==> src/rtl/sdio_data_xfer_seq_if.sv <==
// PHY-facing control bundle between the CMD53 data sequencer and the SDIO data PHY.
interface sdio_data_xfer_seq_if;
    logic       o_phy_activate;
    logic       o_phy_write_flag;
    logic [9:0] o_phy_data_count;
    logic       i_phy_finished;
    logic       i_phy_crc_good;

    modport master (
        output o_phy_activate,
        output o_phy_write_flag,
        output o_phy_data_count,
        input  i_phy_finished,
        input  i_phy_crc_good
    );

    modport slave (
        input  o_phy_activate,
        input  o_phy_write_flag,
        input  o_phy_data_count,
        output i_phy_finished,
        output i_phy_crc_good
    );
endinterface

==> src/rtl/sdio_data_xfer_seq.sv <==
// CMD53 block/byte data transfer sequencer driving the SDIO data PHY on clk_x2.
module sdio_data_xfer_seq #(
    parameter int GAP_CYCLES     = 4,
    parameter int TIMEOUT_CYCLES = 65535,
    parameter int CNT_W          = 9
) (
    input  logic             clk_x2,
    input  logic             rst,
    input  logic             i_start,
    input  logic             i_write,
    input  logic             i_block_mode,
    input  logic [9:0]       i_block_size,
    input  logic [CNT_W-1:0] i_count,
    input  logic             i_abort,
    sdio_data_xfer_seq_if.master phy,
    output logic             o_busy,
    output logic             o_done,
    output logic             o_crc_err,
    output logic             o_timeout,
    output logic             o_aborted,
    output logic [CNT_W-1:0] o_blocks_done
);

    localparam int TW = $clog2(TIMEOUT_CYCLES + 1);
    localparam int GW = $clog2(GAP_CYCLES + 1);

    typedef enum logic [2:0] {
        IDLE, SETUP, ACTIVE, CHECK, GAP, FIN
    } state_t;

    state_t           state;
    logic             wr_q;
    logic             bm_q;
    logic [CNT_W-1:0] cnt_q;
    logic             crc_q;
    logic [TW-1:0]    tcnt;
    logic [GW-1:0]    gcnt;
    logic [9:0]       start_dc;
    logic             last_blk;

    // Out-of-range block sizes and a zero byte count both mean a full 512-byte block.
    always_comb begin
        start_dc = i_block_size;
        if (i_block_mode) begin
            if (i_block_size == 10'd0 || i_block_size > 10'd512)
                start_dc = 10'd512;
        end else begin
            if (i_count == '0)
                start_dc = 10'd512;
            else
                start_dc = 10'(i_count);
        end
    end

    always_comb begin
        last_blk = 1'b0;
        if (!bm_q)
            last_blk = 1'b1;
        else if (cnt_q != '0 && (o_blocks_done + 1'b1) == cnt_q)
            last_blk = 1'b1;
    end

    always_ff @(posedge clk_x2) begin
        if (rst) begin
            state                <= IDLE;
            wr_q                 <= 1'b0;
            bm_q                 <= 1'b0;
            cnt_q                <= '0;
            crc_q                <= 1'b0;
            tcnt                 <= '0;
            gcnt                 <= '0;
            phy.o_phy_activate   <= 1'b0;
            phy.o_phy_write_flag <= 1'b0;
            phy.o_phy_data_count <= '0;
            o_busy               <= 1'b0;
            o_done               <= 1'b0;
            o_crc_err            <= 1'b0;
            o_timeout            <= 1'b0;
            o_aborted            <= 1'b0;
            o_blocks_done        <= '0;
        end else begin
            o_done <= 1'b0;
            // Abort outranks finished/timeout; the block in flight is not counted.
            if (i_abort && state != IDLE && state != FIN) begin
                o_aborted          <= 1'b1;
                phy.o_phy_activate <= 1'b0;
                o_done             <= 1'b1;
                state              <= FIN;
            end else begin
                unique case (state)
                    IDLE: begin
                        if (i_start) begin
                            wr_q                 <= i_write;
                            bm_q                 <= i_block_mode;
                            cnt_q                <= i_count;
                            phy.o_phy_write_flag <= i_write;
                            phy.o_phy_data_count <= start_dc;
                            o_crc_err            <= 1'b0;
                            o_timeout            <= 1'b0;
                            o_aborted            <= 1'b0;
                            o_blocks_done        <= '0;
                            o_busy               <= 1'b1;
                            state                <= SETUP;
                        end
                    end
                    SETUP: begin
                        phy.o_phy_activate <= 1'b1;
                        tcnt               <= '0;
                        state              <= ACTIVE;
                    end
                    ACTIVE: begin
                        if (phy.i_phy_finished) begin
                            crc_q              <= phy.i_phy_crc_good;
                            phy.o_phy_activate <= 1'b0;
                            state              <= CHECK;
                        end else if (tcnt == TW'(TIMEOUT_CYCLES - 1)) begin
                            o_timeout          <= 1'b1;
                            phy.o_phy_activate <= 1'b0;
                            o_done             <= 1'b1;
                            state              <= FIN;
                        end else begin
                            tcnt <= tcnt + 1'b1;
                        end
                    end
                    CHECK: begin
                        if (wr_q && !crc_q) begin
                            o_crc_err <= 1'b1;
                            o_done    <= 1'b1;
                            state     <= FIN;
                        end else begin
                            o_blocks_done <= o_blocks_done + 1'b1;
                            if (last_blk) begin
                                o_done <= 1'b1;
                                state  <= FIN;
                            end else begin
                                gcnt  <= '0;
                                state <= GAP;
                            end
                        end
                    end
                    GAP: begin
                        // Long enough for the clk-domain PHY to see activate low.
                        if (gcnt == GW'(GAP_CYCLES - 1))
                            state <= SETUP;
                        else
                            gcnt <= gcnt + 1'b1;
                    end
                    FIN: begin
                        o_busy <= 1'b0;
                        state  <= IDLE;
                    end
                    default: state <= IDLE;
                endcase
            end
        end
    end

endmodule

==> src/flat_wrapper.sv <==
// flat-port wrapper written by rule: the top's interface ports become plain ports
module sdio_data_xfer_seq_flat 
#(
    parameter int GAP_CYCLES     = 4,
    parameter int TIMEOUT_CYCLES = 65535,
    parameter int CNT_W          = 9
)
  (clk_x2, rst, i_start, i_write, i_block_mode, i_block_size, i_count, i_abort, o_busy, o_done, o_crc_err, o_timeout, o_aborted, o_blocks_done, phy_o_phy_activate, phy_o_phy_write_flag, phy_o_phy_data_count, phy_i_phy_finished, phy_i_phy_crc_good);
  sdio_data_xfer_seq_if phy_i ();
  input  logic clk_x2;
  input  logic rst;
  input  logic i_start;
  input  logic i_write;
  input  logic i_block_mode;
  input  logic [9:0] i_block_size;
  input  logic [CNT_W-1:0] i_count;
  input  logic i_abort;
  output logic o_busy;
  output logic o_done;
  output logic o_crc_err;
  output logic o_timeout;
  output logic o_aborted;
  output logic [CNT_W-1:0] o_blocks_done;
  output wire logic [$bits(phy_i.o_phy_activate)-1:0] phy_o_phy_activate;
  output wire logic [$bits(phy_i.o_phy_write_flag)-1:0] phy_o_phy_write_flag;
  output wire logic [$bits(phy_i.o_phy_data_count)-1:0] phy_o_phy_data_count;
  input wire logic [$bits(phy_i.i_phy_finished)-1:0] phy_i_phy_finished;
  input wire logic [$bits(phy_i.i_phy_crc_good)-1:0] phy_i_phy_crc_good;
  assign phy_o_phy_activate = phy_i.o_phy_activate;
  assign phy_o_phy_write_flag = phy_i.o_phy_write_flag;
  assign phy_o_phy_data_count = phy_i.o_phy_data_count;
  assign phy_i.i_phy_finished = phy_i_phy_finished;
  assign phy_i.i_phy_crc_good = phy_i_phy_crc_good;
  sdio_data_xfer_seq #(.GAP_CYCLES(GAP_CYCLES), .TIMEOUT_CYCLES(TIMEOUT_CYCLES), .CNT_W(CNT_W)) u_core (.clk_x2(clk_x2), .rst(rst), .i_start(i_start), .i_write(i_write), .i_block_mode(i_block_mode), .i_block_size(i_block_size), .i_count(i_count), .i_abort(i_abort), .phy(phy_i), .o_busy(o_busy), .o_done(o_done), .o_crc_err(o_crc_err), .o_timeout(o_timeout), .o_aborted(o_aborted), .o_blocks_done(o_blocks_done));
endmodule
==> config.mk <==
export PLATFORM = sky130hd
export DESIGN_NAME = sdio_data_xfer_seq_flat
export DESIGN_NICKNAME = d
export VERILOG_FILES = /design/src/rtl/sdio_data_xfer_seq_if.sv /design/src/rtl/sdio_data_xfer_seq.sv /design/src/flat_wrapper.sv
export SDC_FILE = /design/constraint.sdc
export NUM_CORES = 1
export LEC_CHECK = 0
export ABC_AREA = 1
export BUFFER_PORTS_ARGS = -buffer_cell sky130_fd_sc_hd__clkbuf_2
export CORE_UTILIZATION = 51
export CTS_CLUSTER_SIZE = 40
export DETAILED_ROUTE_END_ITERATION = 10
export MAX_ROUTING_LAYER = met4
export PLACE_DENSITY_LB_ADDON = 0.05
export SYNTH_ARGS = -nofsm -noshare
export SYNTH_HDL_FRONTEND = slang
export SYNTH_SLANG_ARGS = --single-unit
==> constraint.sdc <==
create_clock -name clk_x2 -period 1.55 [get_ports clk_x2]
set_input_delay 0.2325 -clock clk_x2 [delete_from_list [all_inputs] [get_ports clk_x2]]
set_output_delay 0.2325 -clock clk_x2 [all_outputs]
set_load 0.1 [all_outputs]
==> impl_metrics.env <==
export IMPL_status="finished, violations left"
export IMPL_violations="negative setup slack"
export IMPL_syn_area_um2=3250
export IMPL_synthAdderAreaFrac_pct=1.93
export IMPL_rsz0062_at_grt="yes"
export IMPL_skew_ns=0.00502
export IMPL_fillCellCount=473
export IMPL_critPathKind="flip-flop to flip-flop"
export IMPL_synth_cell_types=36
export IMPL_synthXorXnorAreaFrac_pct=3.24
export IMPL_reg2reg_from="u_core.o_blocks_done[1]"
export IMPL_synth_compound_area_share_pct=12.2
export IMPL_htreeDepth=3
export IMPL_root_buffer="clkbuf_8"
export IMPL_slew_violations=0
export IMPL_drc=0
export IMPL_drive_above_1_share_pct=38.0
export IMPL_drtAntennaViolNets=0
export IMPL_ios=53
export IMPL_synth_seq_area_share_pct=36.4
export IMPL_start_kind="flip-flop"
export IMPL_fin_crit_ns=1.76
export IMPL_grt_util_met3_pct=5.33
export IMPL_r2r_end="u_core.gcnt[0]"
export IMPL_p_per_area_nw_per_um2=1550
export IMPL_hold_depth=3
export IMPL_setup_slack_ns=-0.212
export IMPL_first_pass_iters=4
export IMPL_start_util_pct=53.9
export IMPL_nets=632
export IMPL_ys_ff_latch=59
export IMPL_crit_path_max_fanout=5
export IMPL_finalHoldViolCount=0
export IMPL_muxShareOfSynthArea_pct=0
export IMPL_die_area_um2=6690
export IMPL_vias=3615
export IMPL_antenna_found_initial=0
export IMPL_area_delta_synth_final_pct=42.1
export IMPL_syn_nets=509
export IMPL_yosysWarningCount=0
export IMPL_vdd_ir_drop_max_mv=1.17
export IMPL_max_cap_viol_count=0
export IMPL_n_antenna_cell=0
export IMPL_rrSetupSlack_ns=-0.21
export IMPL_critPathArrivalTime_ns=2.01
export IMPL_slew_headroom_pct=63.5
export IMPL_fmax_ghz=0.568
export IMPL_hp_class="input port to flip-flop"
export IMPL_cts_hold_buf=0
export IMPL_fin_area_um2=4610
export IMPL_globalRouteMet2Util_pct=49.8
export IMPL_hold_end="u_core.phy.o_phy_data_count[7]"
export IMPL_clock_sinks=59
export IMPL_synthSimpleGateAreaFrac_pct=37.4
export IMPL_die_x_um=81.8
export IMPL_synth_top_family_by_area="simple AND/OR/NAND/NOR gates"
export IMPL_endpoint_kind="flip-flop"
export IMPL_wirelength_mm=9.21
export IMPL_grt_total_usage_pct=29.7
export IMPL_die_y_um=81.8
export IMPL_avgSynthCellArea_um2=6.81
export IMPL_rows=28
export IMPL_numPortBuffers=52
export IMPL_grt_pass1_vias=3365
export IMPL_synthArstFlopShare_pct=0
export IMPL_core_um2=6030
export IMPL_dpl_cell_area_um2=4150
export IMPL_clk_path_buf_depth=2
export IMPL_cts_buffers=9
export IMPL_grt_busiest_layer="met2"
export IMPL_clk_insertion_delay_late_ns=0.35
export IMPL_grt_max_degree=26
export IMPL_tightest_slew_ns=0.550
export IMPL_cp_data_required_time_ns=1.80
export IMPL_syn_inst=477
export IMPL_clk_pin_slew_ns=0.07
export IMPL_grt_pass1_wl_mm=14.7
export IMPL_gp_congestion=0.950
export IMPL_grt_ovfl_total=0
export IMPL_worstRegToRegCells=16
export IMPL_drt_iter0_markers=180
export IMPL_synth_edf_count=0
export IMPL_vias_per_cell=5.32
export IMPL_synth_main_ff_cell="dfxtp_1"
export IMPL_fin_crit_sh_pct=114
export IMPL_setup_violations=21
export IMPL_met1_usage_pct=34.8
export IMPL_p_leak_nw=2.03
export IMPL_critPathLaunch="u_core.o_blocks_done[1]"
export IMPL_place_ws_ns=-0.176
export IMPL_wire_per_inst_um=13.5
export IMPL_cts_tree="yes"
export IMPL_hp_start="i_block_size[7]"
export IMPL_place_hpwl_mm=6.51
per-layer routing:
metal,vias up,share of wire [%]
li1,1822,-
met2,77,50
met5,-,0
met4,0,1.9
met1,1697,44
met3,19,3.6
logic make-up (layout without fill, tap and decap cells):
logic type,after synthesis,count (layout)
and+or+nand+nor,257,257
buffers and inverters,70,198
DFF,59,59
xor gates and xnor gates,12,12
AOI/OAI and AO/OA,74,74
adders and majority gates,5,5
worst max-delay path by stage:
stage	to	slack, ns	cells past startpoint
floorplan	u_core.gcnt[0]	-0.22	13
global placement	u_core.tcnt[15]	-0.10	7
detailed placement	u_core.gcnt[0]	-0.18	16
CTS	u_core.gcnt[0]	-0.19	15
global route	u_core.gcnt[2]	-0.32	16
finish	u_core.gcnt[0]	-0.21	16
sequential cells by signal (all words and copies together), names as in the netlist, 3 cells and up:
register	flops
u_core.o_blocks_done	9
u_core.phy.o_phy_data_count	10
u_core.gcnt	3
u_core.state	3
u_core.cnt_q	9
u_core.tcnt	16
through the flow:
step	TNS, ns	hold slack [ns]	cells	power (mW)	utilization, %
floorplan	-0.925	0.367	477	4.43	-
global placement	-0.788	0.439	658	5.39	68.9
detailed placement	-1.54	0.439	658	5.45	68.9
CTS	-1.24	0.144	679	6.98	74.7
global route	-5.15	0.152	680	7.56	76.6
finish	-1.91	0.152	680	7.16	76.6
worst max-delay path, stage by stage (launching register included):
cell and delay, ns:
dfxtp_4 0.37, ha_4 0.18, nand3_4 0.11, inv_4 0.08, nand2_2 0.04, nand2_2 0.09
nand2_1 0.06, nand2_1 0.08, nand2_2 0.08, nor2_4 0.11, nand3_2 0.07, nand2_2 0.09
nand2_4 0.07, nand3_4 0.08, nand2_1 0.06, nand2_1 0.05, nor2_1 0.04
power breakdown:
group / leakage [nW] / switching, mW / total, mW / internal (mW)
registers: 0.493 / 0.231 / 2.04 / 1.80
logic: 1.44 / 2.48 / 3.72 / 1.23
clock network: 0.0997 / 0.637 / 1.41 / 0.770
total: 2.03 / 3.35 / 7.16 / 3.81
final cells by class:
class | count | area [um^2] | area share, %
tap | 75 | 93.8 | 2.03
timing repair buffer | 126 | 851 | 18.4
clock buffer | 13 | 181 | 3.93
clock inverter | 3 | 17.5 | 0.380
sequential | 59 | 1230 | 26.7
multi-input combinational | 348 | 2020 | 43.7
inverter | 56 | 223 | 4.83
cell usage in the layout, fill, tap and decap left out, drive strengths merged:
cell,netlist,final
a211oi,3,3
a21oi,44,44
a22oi,2,2
a31oi,8,8
buf,7,76
clkbuf,7,63
clkinv,0,2
clkinvlp,0,1
dfxtp,59,59
ha,5,5
inv,56,56
nand2,117,117
nand3,54,54
nand3b,4,4
nand4,10,10
nor2,52,52
nor3,14,14
nor4,4,4
nor4b,1,1
o211ai,1,1
o21ai,16,16
or2,1,1
xnor2,4,4
xor2,8,8
cells in the mapped netlist (2+ instances only):
cell / number / area [um^2]
a211oi_1: 3 / 22.5
a21oi_1: 44 / 220
a22oi_1: 2 / 15.0
a31oi_1: 8 / 50.1
buf_2: 5 / 25.0
buf_6: 2 / 22.5
clkbuf_1: 6 / 22.5
dfxtp_1: 59 / 1180
ha_1: 5 / 62.6
inv_1: 48 / 180
inv_2: 7 / 26.3
nand2_1: 113 / 424
nand2_2: 3 / 18.8
nand3_1: 51 / 255
nand3_2: 3 / 30.0
nand3b_1: 3 / 22.5
nand4_1: 10 / 62.6
nor2_1: 46 / 173
nor2_2: 4 / 25.0
nor3_1: 10 / 50.1
nor3_2: 2 / 20.0
nor3_4: 2 / 32.5
nor4_1: 4 / 25.0
o21ai_0: 15 / 75.1
xnor2_1: 4 / 35.0
xor2_1: 8 / 70.1
timing repair:
action,4_1_cts,5_1_grt
pin swaps,17,11
resized for setup,32,31
setup endpoints to repair,34,43
buffers inserted,5,1
Power figures use the tool's default switching activity.
